## src/rtl/hack_cpu_pkg.sv

```systemverilog
// -----------------------------------------------------------------------------
// hack_cpu_pkg
// Shared definitions for the Hack CPU core: word/address widths, instruction
// bit positions, the decoded C-instruction view and the jump-condition helper.
// No ports (package).
// -----------------------------------------------------------------------------
package hack_cpu_pkg;

   localparam int WIDTH   = 16;
   localparam int AW      = 15;

   localparam int BIT_CI  = 15;
   localparam int BIT_A   = 12;
   localparam int COMP_HI = 11;
   localparam int COMP_LO = 6;
   localparam int DEST_A  = 5;
   localparam int DEST_D  = 4;
   localparam int DEST_M  = 3;
   localparam int J_LT    = 2;
   localparam int J_EQ    = 1;
   localparam int J_GT    = 0;

   // dest = {A, D, M}, jump = {lt, eq, gt}
   typedef struct packed {
      logic       is_c;
      logic       a;
      logic [5:0] comp;
      logic [2:0] dest;
      logic [2:0] jump;
   } decode_t;

   function automatic decode_t decode(input logic [WIDTH-1:0] instr);
      decode_t d;
      d.is_c = instr[BIT_CI];
      d.a    = instr[BIT_A];
      d.comp = instr[COMP_HI:COMP_LO];
      d.dest = {instr[DEST_A], instr[DEST_D], instr[DEST_M]};
      d.jump = {instr[J_LT], instr[J_EQ], instr[J_GT]};
      return d;
   endfunction

   // gt means strictly positive: neither negative nor zero
   function automatic logic jump_take(input logic [2:0] jump,
                                      input logic       zr,
                                      input logic       ng);
      return (jump[2] & ng) | (jump[1] & zr) | (jump[0] & ~ng & ~zr);
   endfunction

endpackage

```

## src/rtl/hack_cpu_alu.sv

```systemverilog
// -----------------------------------------------------------------------------
// hack_cpu_alu
// Hack ALU. Each operand can be zeroed then inverted, the pair is added or
// ANDed, and the result can be inverted.
// Ports:
//   x, y            in   WIDTH  operands
//   zx,nx,zy,ny,f,no in  1      control bits
//   out             out  WIDTH  result
//   zr              out  1      out == 0
//   ng              out  1      out is negative (sign bit)
// -----------------------------------------------------------------------------
module hack_cpu_alu
   import hack_cpu_pkg::*;
(
   input  logic [WIDTH-1:0] x,
   input  logic [WIDTH-1:0] y,
   input  logic             zx,
   input  logic             nx,
   input  logic             zy,
   input  logic             ny,
   input  logic             f,
   input  logic             no,
   output logic [WIDTH-1:0] out,
   output logic             zr,
   output logic             ng
);

   logic [WIDTH-1:0] x_z_s;
   logic [WIDTH-1:0] x_n_s;
   logic [WIDTH-1:0] y_z_s;
   logic [WIDTH-1:0] y_n_s;
   logic [WIDTH-1:0] f_s;

   assign x_z_s = zx ? {WIDTH{1'b0}} : x;
   assign x_n_s = nx ? ~x_z_s : x_z_s;
   assign y_z_s = zy ? {WIDTH{1'b0}} : y;
   assign y_n_s = ny ? ~y_z_s : y_z_s;
   assign f_s   = f ? (x_n_s + y_n_s) : (x_n_s & y_n_s);
   assign out   = no ? ~f_s : f_s;
   assign zr    = (out == {WIDTH{1'b0}});
   assign ng    = out[WIDTH-1];

endmodule

```

## src/rtl/hack_cpu.sv

```systemverilog
// -----------------------------------------------------------------------------
// hack_cpu
// Hack CPU core. Holds A, D and PC, decodes one instruction per clock, drives
// the ALU and the RAM interface, and selects the next PC from jump conditions.
// Ports:
//   clk          in   1   system clock, rising edge
//   reset        in   1   synchronous active-high reset
//   instruction  in   16  instruction at pc
//   in_m         in   16  RAM read data at address_m
//   out_m        out  16  ALU result / RAM write data
//   write_m      out  1   RAM write enable
//   address_m    out  15  RAM address (A[14:0])
//   pc           out  15  instruction ROM address
// -----------------------------------------------------------------------------
module hack_cpu
   import hack_cpu_pkg::*;
(
   input  logic             clk,
   input  logic             reset,
   input  logic [WIDTH-1:0] instruction,
   input  logic [WIDTH-1:0] in_m,
   output logic [WIDTH-1:0] out_m,
   output logic             write_m,
   output logic [AW-1:0]    address_m,
   output logic [AW-1:0]    pc
);

   logic [WIDTH-1:0] a_r;
   logic [WIDTH-1:0] d_r;
   logic [AW-1:0]    pc_r;

   decode_t          dec_s;
   logic [WIDTH-1:0] alu_y_s;
   logic [WIDTH-1:0] alu_out_s;
   logic             alu_zr_s;
   logic             alu_ng_s;
   logic             take_s;

   assign dec_s   = decode(instruction);
   assign alu_y_s = dec_s.a ? in_m : a_r;

   hack_cpu_alu u_alu (
      .x   (d_r),
      .y   (alu_y_s),
      .zx  (dec_s.comp[5]),
      .nx  (dec_s.comp[4]),
      .zy  (dec_s.comp[3]),
      .ny  (dec_s.comp[2]),
      .f   (dec_s.comp[1]),
      .no  (dec_s.comp[0]),
      .out (alu_out_s),
      .zr  (alu_zr_s),
      .ng  (alu_ng_s)
   );

   // The ALU flags are meaningless for an A-instruction, so gate them there
   assign take_s    = dec_s.is_c & jump_take(dec_s.jump, alu_zr_s, alu_ng_s);

   assign out_m     = alu_out_s;
   assign write_m   = ~reset & dec_s.is_c & dec_s.dest[0];
   assign address_m = a_r[AW-1:0];
   assign pc        = pc_r;

   // A, D and PC update; the jump target is the A value before this edge
   always_ff @(posedge clk) begin
      if (reset) begin
         a_r  <= {WIDTH{1'b0}};
         d_r  <= {WIDTH{1'b0}};
         pc_r <= {AW{1'b0}};
      end else begin
         if (!dec_s.is_c) begin
            a_r <= instruction;
         end else if (dec_s.dest[2]) begin
            a_r <= alu_out_s;
         end else begin
            a_r <= a_r;
         end

         if (dec_s.is_c && dec_s.dest[1]) begin
            d_r <= alu_out_s;
         end else begin
            d_r <= d_r;
         end

         // PC + 1 wraps from 0x7FFF to 0x0000 through natural overflow
         if (take_s) begin
            pc_r <= a_r[AW-1:0];
         end else begin
            pc_r <= pc_r + {{(AW-1){1'b0}}, 1'b1};
         end
      end
   end

endmodule
```

## config.mk

```make
export PLATFORM = sky130hd
export DESIGN_NAME = hack_cpu
export DESIGN_NICKNAME = d
export VERILOG_FILES = /design/src/rtl/hack_cpu_pkg.sv /design/src/rtl/hack_cpu_alu.sv /design/src/rtl/hack_cpu.sv
export SDC_FILE = /design/constraint.sdc
export NUM_CORES = 1
export LEC_CHECK = 0
export CORE_ASPECT_RATIO = 1.4
export CORE_MARGIN = 5
export CORE_UTILIZATION = 57
export DETAILED_ROUTE_END_ITERATION = 12
export PLACE_DENSITY = 0.81
export SYNTH_ARGS = -nofsm -noshare
export SYNTH_HDL_FRONTEND = slang
export SYNTH_SLANG_ARGS = --single-unit
```

## constraint.sdc

```tcl
create_clock -name clk -period 9.95 [get_ports clk]
set_input_delay 1.4925 -clock clk [delete_from_list [all_inputs] [get_ports clk]]
set_output_delay 1.4925 -clock clk [all_outputs]
set_load 0.02 [all_outputs]
```

### Word-level counts from Yosys, hierarchy flattened

Index checks and enable logic that the tools add are counted.

| word-level totals | value |
|---|---|
| output and inout bits | 47 |
| register bits | 47 |
| input port bits | 34 |
| logic and storage cells | 37 |

| cells by class | value |
|---|---|
| bitwise logic cells | 17 |
| muxes and demuxes | 10 |
| eq/ne operators | 1 |
| add/sub/neg operators | 2 |
| reduce and logical (&&, ||, !) cells | 3 |

Operators by type and width:

| kind | number |
|---|---|
| $mux W16 | 7 |
| $not A16 Y16 | 3 |
| $mux W15 | 3 |
| $add A16 B16 Y16 | 1 |
| $and A16 B16 Y16 | 1 |
| $logic_not A16 Y1 | 1 |
| $add A15 B1 Y15 const B | 1 |
| $and A1 B1 Y1 | 7 |
| $not A1 Y1 | 4 |
| $ne A2 B2 Y1 const B | 1 |
| $or A1 B1 Y1 | 2 |
| $reduce_or A2 Y1 | 1 |
| $logic_and A1 B1 Y1 | 1 |

### Depth between registers and ports, before layout

| depth | value |
|---|---|
| depth in word-level cells | 14 |
| gate-level depth with buffers | 18 |
| mapped depth without buffers | 14 |

### Modules after synthesis

Synthesis repeated with hierarchy kept, for this count alone.

| unflattened totals | value |
|---|---|
| cells, all modules | 525 |
| area, all modules | 4187.8 sq um |

By module, submodules not included:

| module | seq. area each (sq um) | cells each | times used | area each (sq um) |
|---|---|---|---|---|
| hack_cpu | 940.9 | 266 | 1 | 2347.3 |
| hack_cpu_alu | 0.0 | 259 | 1 | 1840.5 |

### Least setup slack after synthesis

OpenSTA, ideal clock, no wires.

| timing path | value |
|---|---|
| path kind | input port to output port |
| start point | input port instruction[12] |
| end point | output port out_m[13] |
| setup slack | 3706 ps |
| buffers on the path | 3 |
| stages on the path | 14 |
| arrival | 4751 ps |
| cells stage by stage | clkbuf_1 -> clkbuf_1 -> mux2i_1 -> nor2_1 -> xor2_1 -> ha_1 -> clkbuf_1 -> nand4_1 -> o221a_2 -> o31a_1 -> o21ai_1 -> xor2_1 -> mux2i_1 -> xnor2_1 |

| on the way | value |
|---|---|
| cells in the longest elaborated chain, start to end | 8 |
| elaborated cells between the ends (all ways) | 9 |
| classes of those cells | add/sub: 1; mux: 5; bitwise: 3 |

RTL lines:

| element | line | RTL |
|---|---|---|
| start: declaration | hack_cpu.sv:20 | `input logic [WIDTH-1:0] instruction,` |
| $mux W16 (*) | hack_cpu.sv:40 | `assign alu_y_s = dec_s.a ? in_m : a_r;` |
| $mux W16 (*) | hack_cpu_alu.sv:36 | `assign y_z_s = zy ? {WIDTH{1'b0}} : y;` |
| $not A16 Y16 | hack_cpu_alu.sv:37 | `assign y_n_s = ny ? ~y_z_s : y_z_s;` |
| $mux W16 (*) | hack_cpu_alu.sv:37 |  |
| $add A16 B16 Y16 or $and A16 B16 Y16 (tied branches) | hack_cpu_alu.sv:38 | `assign f_s = f ? (x_n_s + y_n_s) : (x_n_s & y_n_s);` |
| $mux W16 (*) | hack_cpu_alu.sv:38 |  |
| $not A16 Y16 | hack_cpu_alu.sv:39 | `assign out = no ? ~f_s : f_s;` |
| $mux W16 (*) | hack_cpu_alu.sv:39 |  |
| end: declaration | hack_cpu.sv:22 | `output logic [WIDTH-1:0] out_m,` |

Every way passes the cells marked *; elsewhere a longest branch is shown, timed or not.

### Worst setup path after layout

| timing path | value |
|---|---|
| start point | input port instruction[12] |
| end point | output port out_m[14] |

Same word-level chain as after synthesis.

==> metrics.cfg <==
[cells_and_area]
n_fill_cell = 685
drive_gt1_share_pct = 8.54
areaGrowthSynthToFinish_pct = 16.3
fin_nets = 648
antenna_cells = 0

[sta]
slew_headroom_pct = 26.7
finalSetupTns_ns = 0
fin_skew_ns = 0.00525
rsz0062_at_grt = false
worst_slew_pin_slew_ns = 1.10
slew_violations = 0
fmax_ghz = 0.133
hold_viol = 0
finalCriticalPeriod_ns = 7.49
finalSetupViolCount = 0
period_share_pct = 75.3

[synthesis]
synth_fp_nets = 619
ys_warn_count = 0
synth-edff-count = 0
synth_top_area_share_pct = 20.3
syn-cell-area_sq_mm = 0.00464
synthDistinctLibCells = 68
ys_async_sr_fraction_pct = 0
ys_ff_latch = 47
ys.flop_type = dfxtp_1
ys_seq_area_share_pct = 20.3
netlist_top_cells_count = nand2_1, nor2_1, dfxtp_1
netlist.top_cell.by_area = dfxtp_1
yosysMostFrequentCell = nand2_1
synthTopCellsByArea = dfxtp_1, mux2i_1, xnor2_1
syn_avg_cell_area_sq_um = 8.18
synth_cells = 567

[power]
total_leakage_power_nw = 2.02
p_total_w = 0.000841
power_density_mw_per_mm2 = 156
ir_drop_mv = 0.0843

[clock_network]
clkLatencyLatePin_ns = 0.29
cts_resized = 0
post-cts-setup-buffers = 0
htree_levels = 2
clockBufferDepth = 2
path_clk_slew_ns = 0.07
cts_root_buffer = clkbuf_16
cts_hold_buf = 0
cts_tree = built
cts_buffers = 5
clkSinkCount = 47

[worst_hold_path]
min_from = d_r[3]
hold_path.class = reg -> reg
min_path_cells = 2
hold_path_end = d_r[3]

[floorplan]
core_area_sq_mm = 0.00805
die_x_um = 86.3
die_area_sq_mm = 0.0101
rows = 39
die_h_um = 117
start_util_pct = 57.6
ios = 81

[worst_setup_path]
reg2reg_to = pc[9]
arrival_ns = 6.00
worst_setup_path_end_kind = output port
criticalPathCategory = in -> out
r2r_slack_ns = 5.52
reg2reg_depth = 14
cp.required_ns = 8.46
start_kind = input pin
reg2reg_from = a_r[0]
path_max_fanout = 17

[global_route]
grt_antenna_before_repair = 0
grt_pass1_wl_mm = 20.7
grt_max_degree = 50
grt-ovfl-total = 0
grt_pass1_vias = 4203
grt_usage_pct = 25.1

[detailed_routing]
wirelength_mm = 12.5
viasPerCell = 6.18
ant_nets = 0
first_pass_iters = 5
vias = 4323
post-route-drc-count = 0
drtIter0Drc = 219
routedWlPerCell_um = 17.9

[placement]
io_buffers = 80
routabilityCongestion = 0.925
dpl.hpwl_mm = 9.24

[run]
max_cap_violations = 0

[status]
status = completed

## routing by layer
metal  wire length (um)  global-route usage (%)
met2               6310                    44.0
met1               5120                    31.1
met3                770                    3.74
met5                  0                       0
met4                330                    9.25
## registers in the layout, summed over array words and instances, names as in the netlist
signal	flops
a_r	16
d_r	16
pc	15
## placed cells by master (no fill, tap or decap), types with 9 or more instances in the layout
| cell type | synthesis | routed |
|---|---|---|
| a211oi_1 | 16 | 16 |
| a21oi_1 | 33 | 33 |
| a31oi_1 | 9 | 9 |
| a31oi_4 | 10 | 10 |
| clkdlybuf4s50_1 | 0 | 79 |
| dfxtp_1 | 47 | 47 |
| ha_1 | 17 | 17 |
| mux2i_1 | 35 | 35 |
| nand2_1 | 52 | 52 |
| nand2b_1 | 24 | 24 |
| nand3_1 | 15 | 14 |
| nand4_1 | 20 | 20 |
| nor2_1 | 48 | 48 |
| nor3b_2 | 10 | 10 |
| xnor2_1 | 33 | 33 |
| xor2_1 | 26 | 26 |
## where the power goes
group          total (W)  internal [W]  switching [W]
Sequential      0.000231      0.000209      0.0000212
Combinational   0.000433      0.000192       0.000242
Clock           0.000177      0.000101      0.0000763
## worst max-delay path: stages
cell,delay (ns)
clkdlybuf4s50_1,1.09
mux2i_1,0.27
nor2_1,0.07
xor2_1,0.17
ha_1,0.32
fa_1,0.46
a211oi_2,0.36
o21a_2,0.25
o22ai_1,0.10
or3_1,0.34
a31oi_1,0.20
xnor2_1,0.12
inv_1,0.12
clkdlybuf4s50_1,0.61
## area by class of cell
cell class                      count  area (sq um)  area share [%]
Sequential cell                    47           941            17.4
Clock buffer                        6           139            2.57
Clock inverter                      2          16.3           0.301
Timing Repair Buffer               84           826            15.3
Tap cell                          102           128            2.36
Inverter                            5          18.8           0.348
Multi-Input combinational cell    453          3330            61.7
## logic make-up (layout without fill, tap and decap cells)
family | Yosys count | count (layout) | share of synthesized area, %
buffers and inverters | 67 | 97 | 8.12
xor gates and xnor gates | 59 | 59 | 11.1
and+or+nand+nor | 218 | 218 | 25.7
muxes | 36 | 36 | 7.79
DFF | 47 | 47 | 20.3
AOI/OAI and AO/OA | 122 | 122 | 22.0
adders and majority gates | 18 | 18 | 5.01
## stage by stage
step / cells / cell area [sq um] / setup slack, ns / hold WS (ns) / utilization, %
2_1_floorplan: 567 / 4640 / 3.71 / 0.437 / -
3_3_place_gp: 691 / 5240 / 2.58 / 0.442 / 65.1
3_5_place_dp: 691 / 5240 / 2.49 / 0.450 / 65.1
4_1_cts: 699 / 5400 / 2.48 / 0.459 / 67.0
5_1_grt: 699 / 5400 / 2.23 / 0.477 / 67.0
6_report: 699 / 5400 / 2.46 / 0.458 / 67.0
## worst max path at each step
| stage | from | endpoint | slack (ns) | depth (start not counted) |
|---|---|---|---|---|
| after floorplan | instruction[12] | out_m[13] | 3.71 | 14 |
| after global placement | instruction[12] | out_m[14] | 2.58 | 14 |
| after detailed placement | instruction[12] | out_m[14] | 2.49 | 14 |
| after CTS | instruction[12] | out_m[14] | 2.48 | 14 |
| after global routing | instruction[12] | out_m[14] | 2.23 | 14 |
| final | instruction[12] | out_m[14] | 2.46 | 14 |
(Power assumes the default switching activity.)
